File: src/rtl/cp0_pkg.sv
// Shared CP0 interrupt-controller definitions: register addresses, IP bit
// positions, handshake FSM states and the IP priority encoder.
package cp0_pkg;

    localparam logic [7:0] ADDR_COUNT   = 8'h48;
    localparam logic [7:0] ADDR_COMPARE = 8'h58;
    localparam logic [7:0] ADDR_CAUSE   = 8'h68;
    localparam logic [7:0] ADDR_IRQCFG  = 8'hB0;

    localparam int unsigned IP_SWI0  = 0;
    localparam int unsigned IP_PERF  = 2;
    localparam int unsigned IP_TIMER = 3;
    localparam int unsigned IP_EXT0  = 4;

    typedef enum logic [1:0] {
        IDLE,
        REQ,
        BUSY
    } irq_state_e;

    // Index of the highest set bit; 0 when nothing is set.
    function automatic logic [2:0] prio_enc(input logic [7:0] v);
        logic [2:0] r;
        r = '0;
        for (int i = 0; i < 8; i++) begin
            if (v[i]) r = 3'(i);
        end
        return r;
    endfunction

endpackage

File: src/rtl/cp0_irq_line.sv
// One external interrupt line: synchroniser, rising-edge detector and a
// sticky edge latch with write-1-to-clear.
module cp0_irq_line #(
    parameter int unsigned SYNC_STAGES = 2
) (
    input  logic clk,
    input  logic reset,
    input  logic irq_async,
    input  logic edge_mode,
    input  logic clr,
    output logic pend,
    output logic latched
);

    logic [SYNC_STAGES-1:0] sync_q, sync_d;
    logic                   prev_q, prev_d;
    logic                   latch_q, latch_d;
    logic                   rise;

    always_ff @(posedge clk or negedge reset) begin
        if (!reset) begin
            sync_q  <= '0;
            prev_q  <= 1'b0;
            latch_q <= 1'b0;
        end else begin
            sync_q  <= sync_d;
            prev_q  <= prev_d;
            latch_q <= latch_d;
        end
    end

    // A new edge outranks a simultaneous clear so no event is lost.
    always_comb begin
        sync_d  = {sync_q[SYNC_STAGES-2:0], irq_async};
        prev_d  = sync_q[SYNC_STAGES-1];
        rise    = sync_q[SYNC_STAGES-1] & ~prev_q;
        latch_d = (latch_q & ~clr) | (edge_mode & rise);
        pend    = edge_mode ? latch_q : sync_q[SYNC_STAGES-1];
        latched = latch_q;
    end

endmodule

File: src/rtl/cp0_intc.sv
// CP0 interrupt and timer controller: Count/Compare with prescaler, software
// and external interrupts, IM/IE masking and the irq_req/irq_ack handshake.
module cp0_intc
    import cp0_pkg::*;
#(
    parameter int unsigned N_EXT       = 4,
    parameter int unsigned COUNT_DIV   = 2,
    parameter int unsigned SYNC_STAGES = 2
) (
    input  logic             clk,
    input  logic             reset,
    input  logic             wr_en,
    input  logic [7:0]       wr_addr,
    input  logic [31:0]      wr_data,
    input  logic [7:0]       rd_addr,
    output logic [31:0]      rd_data,
    input  logic [N_EXT-1:0] ext_irq,
    input  logic             perf_irq,
    input  logic             count_dis,
    input  logic [7:0]       status_im,
    input  logic             status_ie,
    input  logic             status_exl,
    output logic [7:0]       ip,
    output logic             irq_req,
    output logic [2:0]       irq_id,
    input  logic             irq_ack
);

    localparam int unsigned PW = (COUNT_DIV > 1) ? $clog2(COUNT_DIV) : 1;
    localparam logic [PW-1:0] PRESC_MAX = PW'(COUNT_DIV - 1);

    logic [31:0]      count_q, count_d, compare_q, compare_d;
    logic [PW-1:0]    presc_q, presc_d;
    logic [1:0]       swi_q, swi_d;
    logic [N_EXT-1:0] edge_mode_q, edge_mode_d;
    logic             timer_q, timer_d;
    irq_state_e       state_q, state_d;
    logic             exl_seen_q, exl_seen_d;
    logic             irq_req_q, irq_req_d;
    logic [2:0]       irq_id_q, irq_id_d;

    logic             wr_count, wr_compare, wr_cause, wr_irqcfg, tick, eligible;
    logic [N_EXT-1:0] ext_clr, ext_pend, ext_latch;
    logic [7:0]       masked;

    always_ff @(posedge clk or negedge reset) begin
        if (!reset) begin
            count_q     <= '0;
            compare_q   <= 32'hFFFF_FFFF;
            presc_q     <= '0;
            swi_q       <= '0;
            edge_mode_q <= '0;
            timer_q     <= 1'b0;
            state_q     <= IDLE;
            exl_seen_q  <= 1'b0;
            irq_req_q   <= 1'b0;
            irq_id_q    <= '0;
        end else begin
            count_q     <= count_d;
            compare_q   <= compare_d;
            presc_q     <= presc_d;
            swi_q       <= swi_d;
            edge_mode_q <= edge_mode_d;
            timer_q     <= timer_d;
            state_q     <= state_d;
            exl_seen_q  <= exl_seen_d;
            irq_req_q   <= irq_req_d;
            irq_id_q    <= irq_id_d;
        end
    end

    for (genvar g = 0; g < N_EXT; g++) begin : g_line
        cp0_irq_line #(.SYNC_STAGES(SYNC_STAGES)) u_line (
            .clk       (clk),
            .reset     (reset),
            .irq_async (ext_irq[g]),
            .edge_mode (edge_mode_q[g]),
            .clr       (ext_clr[g]),
            .pend      (ext_pend[g]),
            .latched   (ext_latch[g])
        );
    end

    // Register writes, prescaled Count and the edge-triggered timer flag.
    always_comb begin
        wr_count    = wr_en && (wr_addr == ADDR_COUNT);
        wr_compare  = wr_en && (wr_addr == ADDR_COMPARE);
        wr_cause    = wr_en && (wr_addr == ADDR_CAUSE);
        wr_irqcfg   = wr_en && (wr_addr == ADDR_IRQCFG);
        tick        = 1'b0;
        count_d     = count_q;
        presc_d     = presc_q;
        if (wr_count) begin
            count_d = wr_data;
            presc_d = '0;
        end else if (!count_dis) begin
            if (presc_q == PRESC_MAX) begin
                tick    = 1'b1;
                presc_d = '0;
                count_d = count_q + 32'd1;
            end else begin
                presc_d = presc_q + PW'(1);
            end
        end
        compare_d   = wr_compare ? wr_data : compare_q;
        timer_d     = timer_q;
        if (tick && (count_d == compare_q)) timer_d = 1'b1;
        if (wr_compare) timer_d = 1'b0;
        swi_d       = wr_cause ? wr_data[9:8] : swi_q;
        edge_mode_d = wr_irqcfg ? wr_data[N_EXT-1:0] : edge_mode_q;
        ext_clr     = wr_irqcfg ? wr_data[16 +: N_EXT] : '0;
    end

    always_comb begin
        ip                  = '0;
        ip[IP_SWI0 +: 2]    = swi_q;
        ip[IP_PERF]         = perf_irq;
        ip[IP_TIMER]        = timer_q;
        for (int i = 0; i < int'(N_EXT); i++) ip[IP_EXT0 + i] = ext_pend[i];
        masked   = ip & status_im;
        eligible = status_ie & ~status_exl & (|masked);
    end

    // Handshake FSM; BUSY waits for the exception entry and its ERET.
    always_comb begin
        state_d    = state_q;
        exl_seen_d = 1'b0;
        case (state_q)
            IDLE: if (eligible) state_d = REQ;
            REQ: begin
                if (irq_ack)       state_d = BUSY;
                else if (!eligible) state_d = IDLE;
            end
            BUSY: begin
                exl_seen_d = exl_seen_q | status_exl;
                if (exl_seen_q && !status_exl) state_d = IDLE;
            end
            default: state_d = IDLE;
        endcase
        irq_req_d = (state_d == REQ);
        irq_id_d  = (state_q == IDLE) ? prio_enc(masked) : irq_id_q;
    end

    always_comb begin
        rd_data = '0;
        case (rd_addr)
            ADDR_COUNT:   rd_data = count_q;
            ADDR_COMPARE: rd_data = compare_q;
            ADDR_CAUSE:   rd_data = {16'b0, ip, 8'b0};
            ADDR_IRQCFG: begin
                for (int i = 0; i < int'(N_EXT); i++) begin
                    rd_data[i]      = edge_mode_q[i];
                    rd_data[16 + i] = ext_latch[i];
                end
            end
            default:      rd_data = '0;
        endcase
    end

    assign irq_req = irq_req_q;
    assign irq_id  = irq_id_q;

endmodule

File: config.mk
export PLATFORM = sky130hd
export DESIGN_NAME = cp0_intc
export DESIGN_NICKNAME = d
export VERILOG_FILES = /design/src/rtl/cp0_pkg.sv /design/src/rtl/cp0_irq_line.sv /design/src/rtl/cp0_intc.sv
export SDC_FILE = /design/constraint.sdc
export NUM_CORES = 1
export LEC_CHECK = 0
export CORE_AREA = 10 10 124 126
export CTS_CLUSTER_DIAMETER = 50
export CTS_CLUSTER_SIZE = 16
export DETAILED_ROUTE_END_ITERATION = 16
export DIE_AREA = 0 0 134 136
export HOLD_SLACK_MARGIN = 0.06
export PLACE_DENSITY = 0.73
export SLEW_MARGIN = 5
export SYNTH_ARGS = -nofsm -noshare
export SYNTH_HDL_FRONTEND = slang
export SYNTH_HIERARCHICAL = 1
export SYNTH_SLANG_ARGS = --single-unit
File: constraint.sdc
create_clock -name clk -period 2.49 [get_ports clk]
set_clock_uncertainty 0.15 [all_clocks]
set_input_delay 0.249 -clock clk [delete_from_list [all_inputs] [get_ports clk]]
set_output_delay 0.249 -clock clk [all_outputs]
set_load 0.05 [all_outputs]
==> out/summary.txt, run 1 <==
# diodes -> 0
number of synthesized flops with an enable pin -> 0
post-synthesis sequential area ratio -> 42.2%
pin count of the biggest net entering global routing -> 60
initial antenna violation count -> 0
Post-Route WL -> 20,200 um
#FFs+latches synth -> 95
failing checks -> negative setup slack
placed insts -> 992
final std cells w/o fill -> 1,012
# rows -> 42
RD Place Congestion -> 0.963
maximum clock frequency -> 0.358 GHz
Hold Violations, Final -> 0
Final setup viols -> 2
synthesized area per cell -> 9.52 sq um
Mapped Area -> 5730 sq um
slew at the pin closest to its max-slew limit -> 534 ps
TritonCTS Buffers -> 9
DRC -> 0
Buffers on Ports -> 111
family with the most delay on the worst path -> simple AND/OR/NAND/NOR gates
CP required -> 2610 ps
Max-cap violations -> 0
First-pass DRT Iterations -> 7
RSZ-0062 raised after global routing -> yes
crit path cell chain -> nand4_1 > buf_4 > nor4_4 > or3b_4 > mux2i_1 > and3_2 > a2111oi_4 > buf_4 > nand4_1 > o31ai_2
Worst Hold Class -> primary input to register
CTS clk-pin slew, worst paths -> 80 ps
synth warn -> 6
Tcrit/Tclk final -> 112%
I/O pin total -> 112
critical path's largest stage delay -> 440 ps
Net Count, Synth -> 671
DIE AREA -> 18,200 sq um
CTS tree -> done
Core Area -> 13,000 sq um
root buf cell -> clkbuf_16
CTS H-tree lvls -> 3
outcome -> complete, but fails checks
PwrDens -> 539 nW/um^2
Pleak -> 3.83 nW
commonest register cell after synthesis -> dfrtp_1
first-pass GRT wire length -> 32,200 um
Syn Inst Count -> 602
Via Count -> 5,528
Layout Nets -> 900
Worst EP arrival -> 2910 ps
crit path kind -> register to register
Startpoint Class -> register
slew margin rel. -> 64.3%
fraction of registers with async set/reset -> 100%
fin crit period -> 2790 ps
crit end category -> register
CTS sink cnt -> 95
post-route setup slack -> -300 ps
Wirelength per Cell -> 20.0 um
Final HPWL DP -> 15,900 um
crit-path max FO -> 2
distinct cell type count after synthesis -> 64
Detail Route Antenna Nets -> 0
ratio of cells with drive above 1 in the final layout -> 36.6%
Final Slew Violations -> 0
area delta synth->final -> 55.7%
initial core utilization -> 44.2%
die width -> 134 um
GRT Residual Overflow -> 0
Clock Latency Late Sink -> 360 ps
vias in the first global route -> 5,893
Critical-path top delay cell -> or3b_4
Fillers -> 1,032
drt via density -> 5.46
Die Ht -> 136 um
Tot GR Track Use -> 22.5%
Buf/Inv on CP -> 2
clk buf depth -> 2
1st-iter DRT viols -> 310
Post-Place Worst Slack -> -805 ps
VDD IR max -> 382 uV
final total power -> 4.81 mW
==> cell usage in the layout (no fill, tap or decap), types with 4 or more instances in the layout <==
cell type,instances
mux2_4,4
buf_12,38
nand4_1,10
clkdlybuf4s50_1,76
o22ai_1,6
dfrtp_2,4
dfrtp_1,59
xor2_1,21
clkbuf_16,9
inv_1,13
nand3b_1,8
xnor2_1,25
and2_1,9
a21oi_1,27
and4_1,5
dfstp_2,32
o21ai_0,24
nor2_1,68
nor4_2,4
mux2_2,38
nor3_2,4
mux2i_1,36
nor3_1,10
nor2b_1,4
nand3_1,20
nor4_1,6
nand2_1,53
buf_4,130
==> flip-flops by register name, summed over array words and instances (netlist names), 3 cells and up <==
signal                 cells
compare_q                 32
count_q                   32
g_line.u_line/sync_q       8
edge_mode_q                4
g_line.u_line/latched      4
g_line.u_line/prev_q       4
irq_id                     3
==> synthesized netlist by cell type, types with 10 or more instances <==
| master | number | area, sq um |
|---|---|---|
| nor3_1 | 15 | 75.1 |
| xnor2_1 | 26 | 228 |
| clkbuf_1 | 23 | 86.3 |
| a21oi_1 | 28 | 140 |
| mux2_2 | 38 | 428 |
| dfrtp_1 | 63 | 1580 |
| dfstp_2 | 32 | 841 |
| nand2_1 | 56 | 210 |
| mux2i_1 | 37 | 370 |
| nor2_1 | 69 | 259 |
| xor2_1 | 24 | 210 |
| nand4_1 | 10 | 62.6 |
| nand3_1 | 21 | 105 |
| o21ai_0 | 30 | 150 |
| inv_1 | 13 | 48.8 |
==> power by group <==
group | leakage [nW] | switching, mW | total [mW] | internal [mW]
Clock | 0.150 | 0.689 | 1.49 | 0.803
Combinational | 2.55 | 0.730 | 1.45 | 0.718
Sequential | 1.12 | 0.139 | 1.87 | 1.73
==> metrics by stage <==
stage	cell area, sq um	util (%)	hold slack (ps)	setup TNS, ps
after floorplan	5770	-	-197	-1070
after global placement	8350	64.4	97.7	-1330
after detailed placement	8350	64.4	108	-1590
after CTS	8840	68.1	170	-239
after global routing	8920	68.8	171	-593
final	8920	68.8	170	-325
==> path summary, 6_finish.rpt <==
kind                                                       from                                   end  slack (ps)  cells past startpoint
max in group asynchronous                                 reset              compare_q[2]$_DFFE_PN1P_        1200                      3
setup / recovery                          count_q[10]$_DFF_PN0_                   timer_q$_DFFE_PN0P_        -300                     10
hold / removal                                       ext_irq[1]  g_line[1].u_line/sync_q[0]$_DFF_PN0_         170                      1
hold reg to reg            g_line[0].u_line/sync_q[0]$_DFF_PN0_  g_line[0].u_line/sync_q[1]$_DFF_PN0_         200                      0
min in group asynchronous                                 reset                 count_q[28]$_DFF_PN0_         250                      2
setup reg to reg                          count_q[10]$_DFF_PN0_                   timer_q$_DFFE_PN0P_        -300                     10
==> cell type report <==
type	count	area [sq um]	share of cell area, %
multi-input cells	463	3370	37.8
repair buffers	249	2550	28.5
flip-flops and latches	95	2420	27.1
clock buffers	9	225	2.52
well taps	176	220	2.47
clock inverters	7	86.3	0.967
inverters	13	48.8	0.547
==> repair_timing <==
action | CTS | global route
hold buffers | 1 | 0
setup buffers | 1 | 3
gates resized for setup | 25 | 21
pin swaps | 5 | 8
setup endpoints to repair | 2 | 7
endpoints found under the hold margin | 19 | 0
==> layer usage <==
metal	share of wire [%]	vias to the layer above	GRT usage, %
li1	-	2631	-
met1	44	2737	27.1
met2	51	129	40.0
met3	3.5	31	3.76
met4	1.8	0	7.07
met5	0	-	0
==> cells by family after synthesis <==
| logic type | count (synthesis) | synth area share (%) |
|---|---|---|
| buf+inv | 44 | 3.14 |
| simple gates | 235 | 21.1 |
| compound gates | 97 | 10.5 |
| flops | 95 | 42.2 |
| mux | 79 | 15.0 |
| xor+xnor | 51 | 7.92 |
| fa+ha+maj | 1 | 0.218 |
Power figures use the tool's default switching activity.
==> inputs of run 2 (changes only) <==
--- a/config.mk
+++ b/config.mk
@@ -5,13 +5,15 @@
 export SDC_FILE = /design/constraint.sdc
 export NUM_CORES = 1
 export LEC_CHECK = 0
-export CORE_AREA = 10 10 124 126
+export CELL_PAD_IN_SITES_DETAIL_PLACEMENT = 0
+export CELL_PAD_IN_SITES_GLOBAL_PLACEMENT = 1
+export CORE_AREA = 10 10 138 140
 export CTS_CLUSTER_DIAMETER = 50
 export CTS_CLUSTER_SIZE = 16
 export DETAILED_ROUTE_END_ITERATION = 16
-export DIE_AREA = 0 0 134 136
+export DIE_AREA = 0 0 148 150
 export HOLD_SLACK_MARGIN = 0.06
-export PLACE_DENSITY = 0.73
+export PLACE_DENSITY_LB_ADDON = 0.1
 export SLEW_MARGIN = 5
 export SYNTH_ARGS = -nofsm -noshare
 export SYNTH_HDL_FRONTEND = slang
==> constraint.sdc (replaced) <==
create_clock -name clk -period 2.4 [get_ports clk]
set_clock_uncertainty 0.15 [all_clocks]
set_input_delay 0.24 -clock clk [delete_from_list [all_inputs] [get_ports clk]]
set_output_delay 0.24 -clock clk [all_outputs]
set_load 0.05 [all_outputs]
==> run 2 against run 1 <==
Effect of this change: the flow still finishes with violations (negative setup slack); fmax up 0.43%; register-to-register slack worse by 80 ps; core utilization decreased by 14 points; wire length up 3.4%.
==> out/summary.txt, run 2 (synthesized netlist as in run 1, its figures left out) <==
Startpoint Class -> register
area delta synth->final -> 56.5%
CTS sink cnt -> 95 (unchanged)
GRT Residual Overflow -> 0 (unchanged)
Critical-path top delay cell -> o41ai_1
crit path cell chain -> nand3_2 > buf_4 > or3_4 > nor4_4 > buf_4 > nand2_1 > o41ai_1 > a2111oi_2 > nand4_1 > o31ai_1
design area -> 8970 sq um (+0.56%)
maximum clock frequency -> 0.360 GHz (+0.43%)
Pleak -> 3.82 nW (-0.26%)
commonest non-fill, non-tap cell in the layout -> buf_4
CTS H-tree lvls -> 3 (unchanged)
clk buf depth -> 2 (unchanged)
family with the most delay on the worst path -> simple AND/OR/NAND/NOR gates
root buf cell -> clkbuf_16
Max-cap violations -> 0 (unchanged)
Wirelength per Cell -> 19.7 um (-1.6%)
fin crit period -> 2780 ps (-12.1 ps)
Internal -> 3.27 mW (+0.60%)
Buffers on Ports -> 111 (unchanged)
most used cell, CP -> buf_4
Regs by FF count -> compare_q: 32 flops, count_q: 32 flops, g_line.u_line/sync_q: 8 flops
Tcrit/Tclk final -> 116% (+3.7 points)
Logic pwr share -> 30.4% (+0.3 points)
commonest non-fill, non-tap cells in the layout -> buf_4, clkdlybuf4s50_1, dfrtp_1
Sequential Power Share -> 39.6% (+0.8 points)
dpl cell area -> 8460 sq um (+1.3%)
# rows -> 47 (+12%)
Final setup viols -> 1 (-1)
Buf/Inv on CP -> 2 (unchanged)
Post-Route WL -> 20,900 um (+3.4%)
Via Count -> 5,444 (-1.5%)
CTS tree -> done
CTS clk-pin slew, worst paths -> 80 ps (about the same)
met1 GRT Util -> 24.1% (-3.0 points)
P_sw -> 1.68 mW (+7.6%)
Final HPWL DP -> 16,500 um (+3.9%)
Worst Hold Launch -> ext_irq[0]
crit end category -> register
VDD IR max -> 363 uV (-4.9%)
Worst Hold Class -> primary input to register
Tot GR Track Use -> 18.9% (-3.5 points)
placed insts -> 1,040 (+4.8%)
Die Ht -> 150 um (+10%)
Hold Violations, Final -> 0 (unchanged)
Detail Route Antenna Nets -> 0 (unchanged)
RSZ-0062 raised after global routing -> yes
slew at the pin closest to its max-slew limit -> 664 ps (+130 ps)
1st-iter DRT viols -> 304 (-1.9%)
initial antenna violation count -> 0 (unchanged)
FF-to-FF Start -> count_q[0]$_DFF_PN0_
final core utilization -> 54.9% (-14 points)
Layout Nets -> 907 (+0.78%)
crit-path max FO -> 3 (+1)
Net Sw Frac -> 33.9% (+1.5 points)
Core Area -> 16,300 sq um (+26%)
first-pass GRT wire length -> 32,500 um (+0.75%)
TritonCTS Buffers -> 9 (unchanged)
DRC -> 0 (unchanged)
critical path's largest stage delay -> 540 ps (+100 ps)
post-route setup slack -> -378 ps (-77.9 ps)
worst setup path start -> count_q[0]$_DFF_PN0_
pin count of the biggest net entering global routing -> 47 (-22%)
ratio of cells with drive above 1 in the final layout -> 38.0% (+1.4 points)
Clock power frac -> 30.0% (-1.0 points)
crit path kind -> register to register
met2 usage -> 31.0% (-8.9 points)
First-pass DRT Iterations -> 5 (-2)
Final Slew Violations -> 0 (unchanged)
final std cells w/o fill -> 1,063 (+5.0%)
Worst EP arrival -> 2870 ps (-40 ps)
# diodes -> 0 (unchanged)
I/O pin total -> 112 (unchanged)
PwrDens -> 551 nW/um^2 (+2.3%)
Post-Place Worst Slack -> -714 ps (+91.1 ps)
Sum Neg Setup Slack -> -378 ps (-52.3 ps)
initial core utilization -> 35.1% (-9.1 points)
GR Util met3 -> 3.89% (+0.13 points)
DIE AREA -> 22,200 sq um (+22%)
Clock Latency Late Sink -> 360 ps (about the same)
vias in the first global route -> 5,668 (-3.8%)
drt via density -> 5.12 (-6.2%)
busiest grt layer -> met2
CP required -> 2490 ps (-120 ps)
RD Place Congestion -> 0.940 (-2.4%)
failing checks -> negative setup slack
slew margin rel. -> 55.7% (-8.5 points)
die width -> 148 um (+10%)
outcome -> complete, but fails checks
## run 2: area by class of cell
class | count | area (sq um)
fill | 1515 | 7370
multi-input combinational | 463 | 3340
timing repair buffer | 256 | 2590
sequential | 95 | 2420
tap | 220 | 275
clock buffer | 9 | 225
clock inverter | 7 | 81.3
inverter | 13 | 48.8
## run 2: stage by stage
| step | hold WS, ps | power (mW) |
|---|---|---|
| detailed placement | 159 | 3.42 |
| global placement | 149 | 3.39 |
| CTS | 143 | 4.95 |
| floorplan | -206 | 2.65 |
| finish | 154 | 4.94 |
| global route | 156 | 5.20 |
## run 2: final timing paths
| kind | cells after the start | slack, ps | to |
|---|---|---|---|
| max in group asynchronous | 3 | 1070 | compare_q[7]$_DFFE_PN1P_ |
| worst min-delay path | 1 | 150 | g_line[0].u_line/sync_q[0]$_DFF_PN0_ |
| worst min register to register | 0 | 200 | g_line[2].u_line/sync_q[1]$_DFF_PN0_ |
| min in group asynchronous | 2 | 300 | state_q[1]$_DFF_PN0_ |
| worst max-delay path | 10 | -380 | timer_q$_DFFE_PN0P_ |
| worst max register to register | 10 | -380 | timer_q$_DFFE_PN0P_ |
## run 2: power groups by stage
stage	sequential [mW]	combinational, mW	clock (mW)
after floorplan	2.05	0.601	0
after global placement	1.97	1.42	0
after detailed placement	1.98	1.43	0
after CTS	1.96	1.46	1.53
after global routing	1.98	1.63	1.59
final	1.96	1.50	1.48
## run 2: timing repair
| item | in CTS | in global routing |
|---|---|---|
| hold buffers | 1 | 0 |
| pin swaps | 2 | 5 |
| resized for setup | 12 | 22 |
| hold endpoints to repair | 30 | 0 |
| cloned | 0 | 0 |
| buffers inserted | 0 | 6 |
| setup endpoints to repair | 1 | 14 |
## run 2: metal layers
layer,up-vias,routed length (um)
li1,2634,-
met1,2651,9630
met2,129,9890
met3,30,939
met4,0,473
met5,-,0
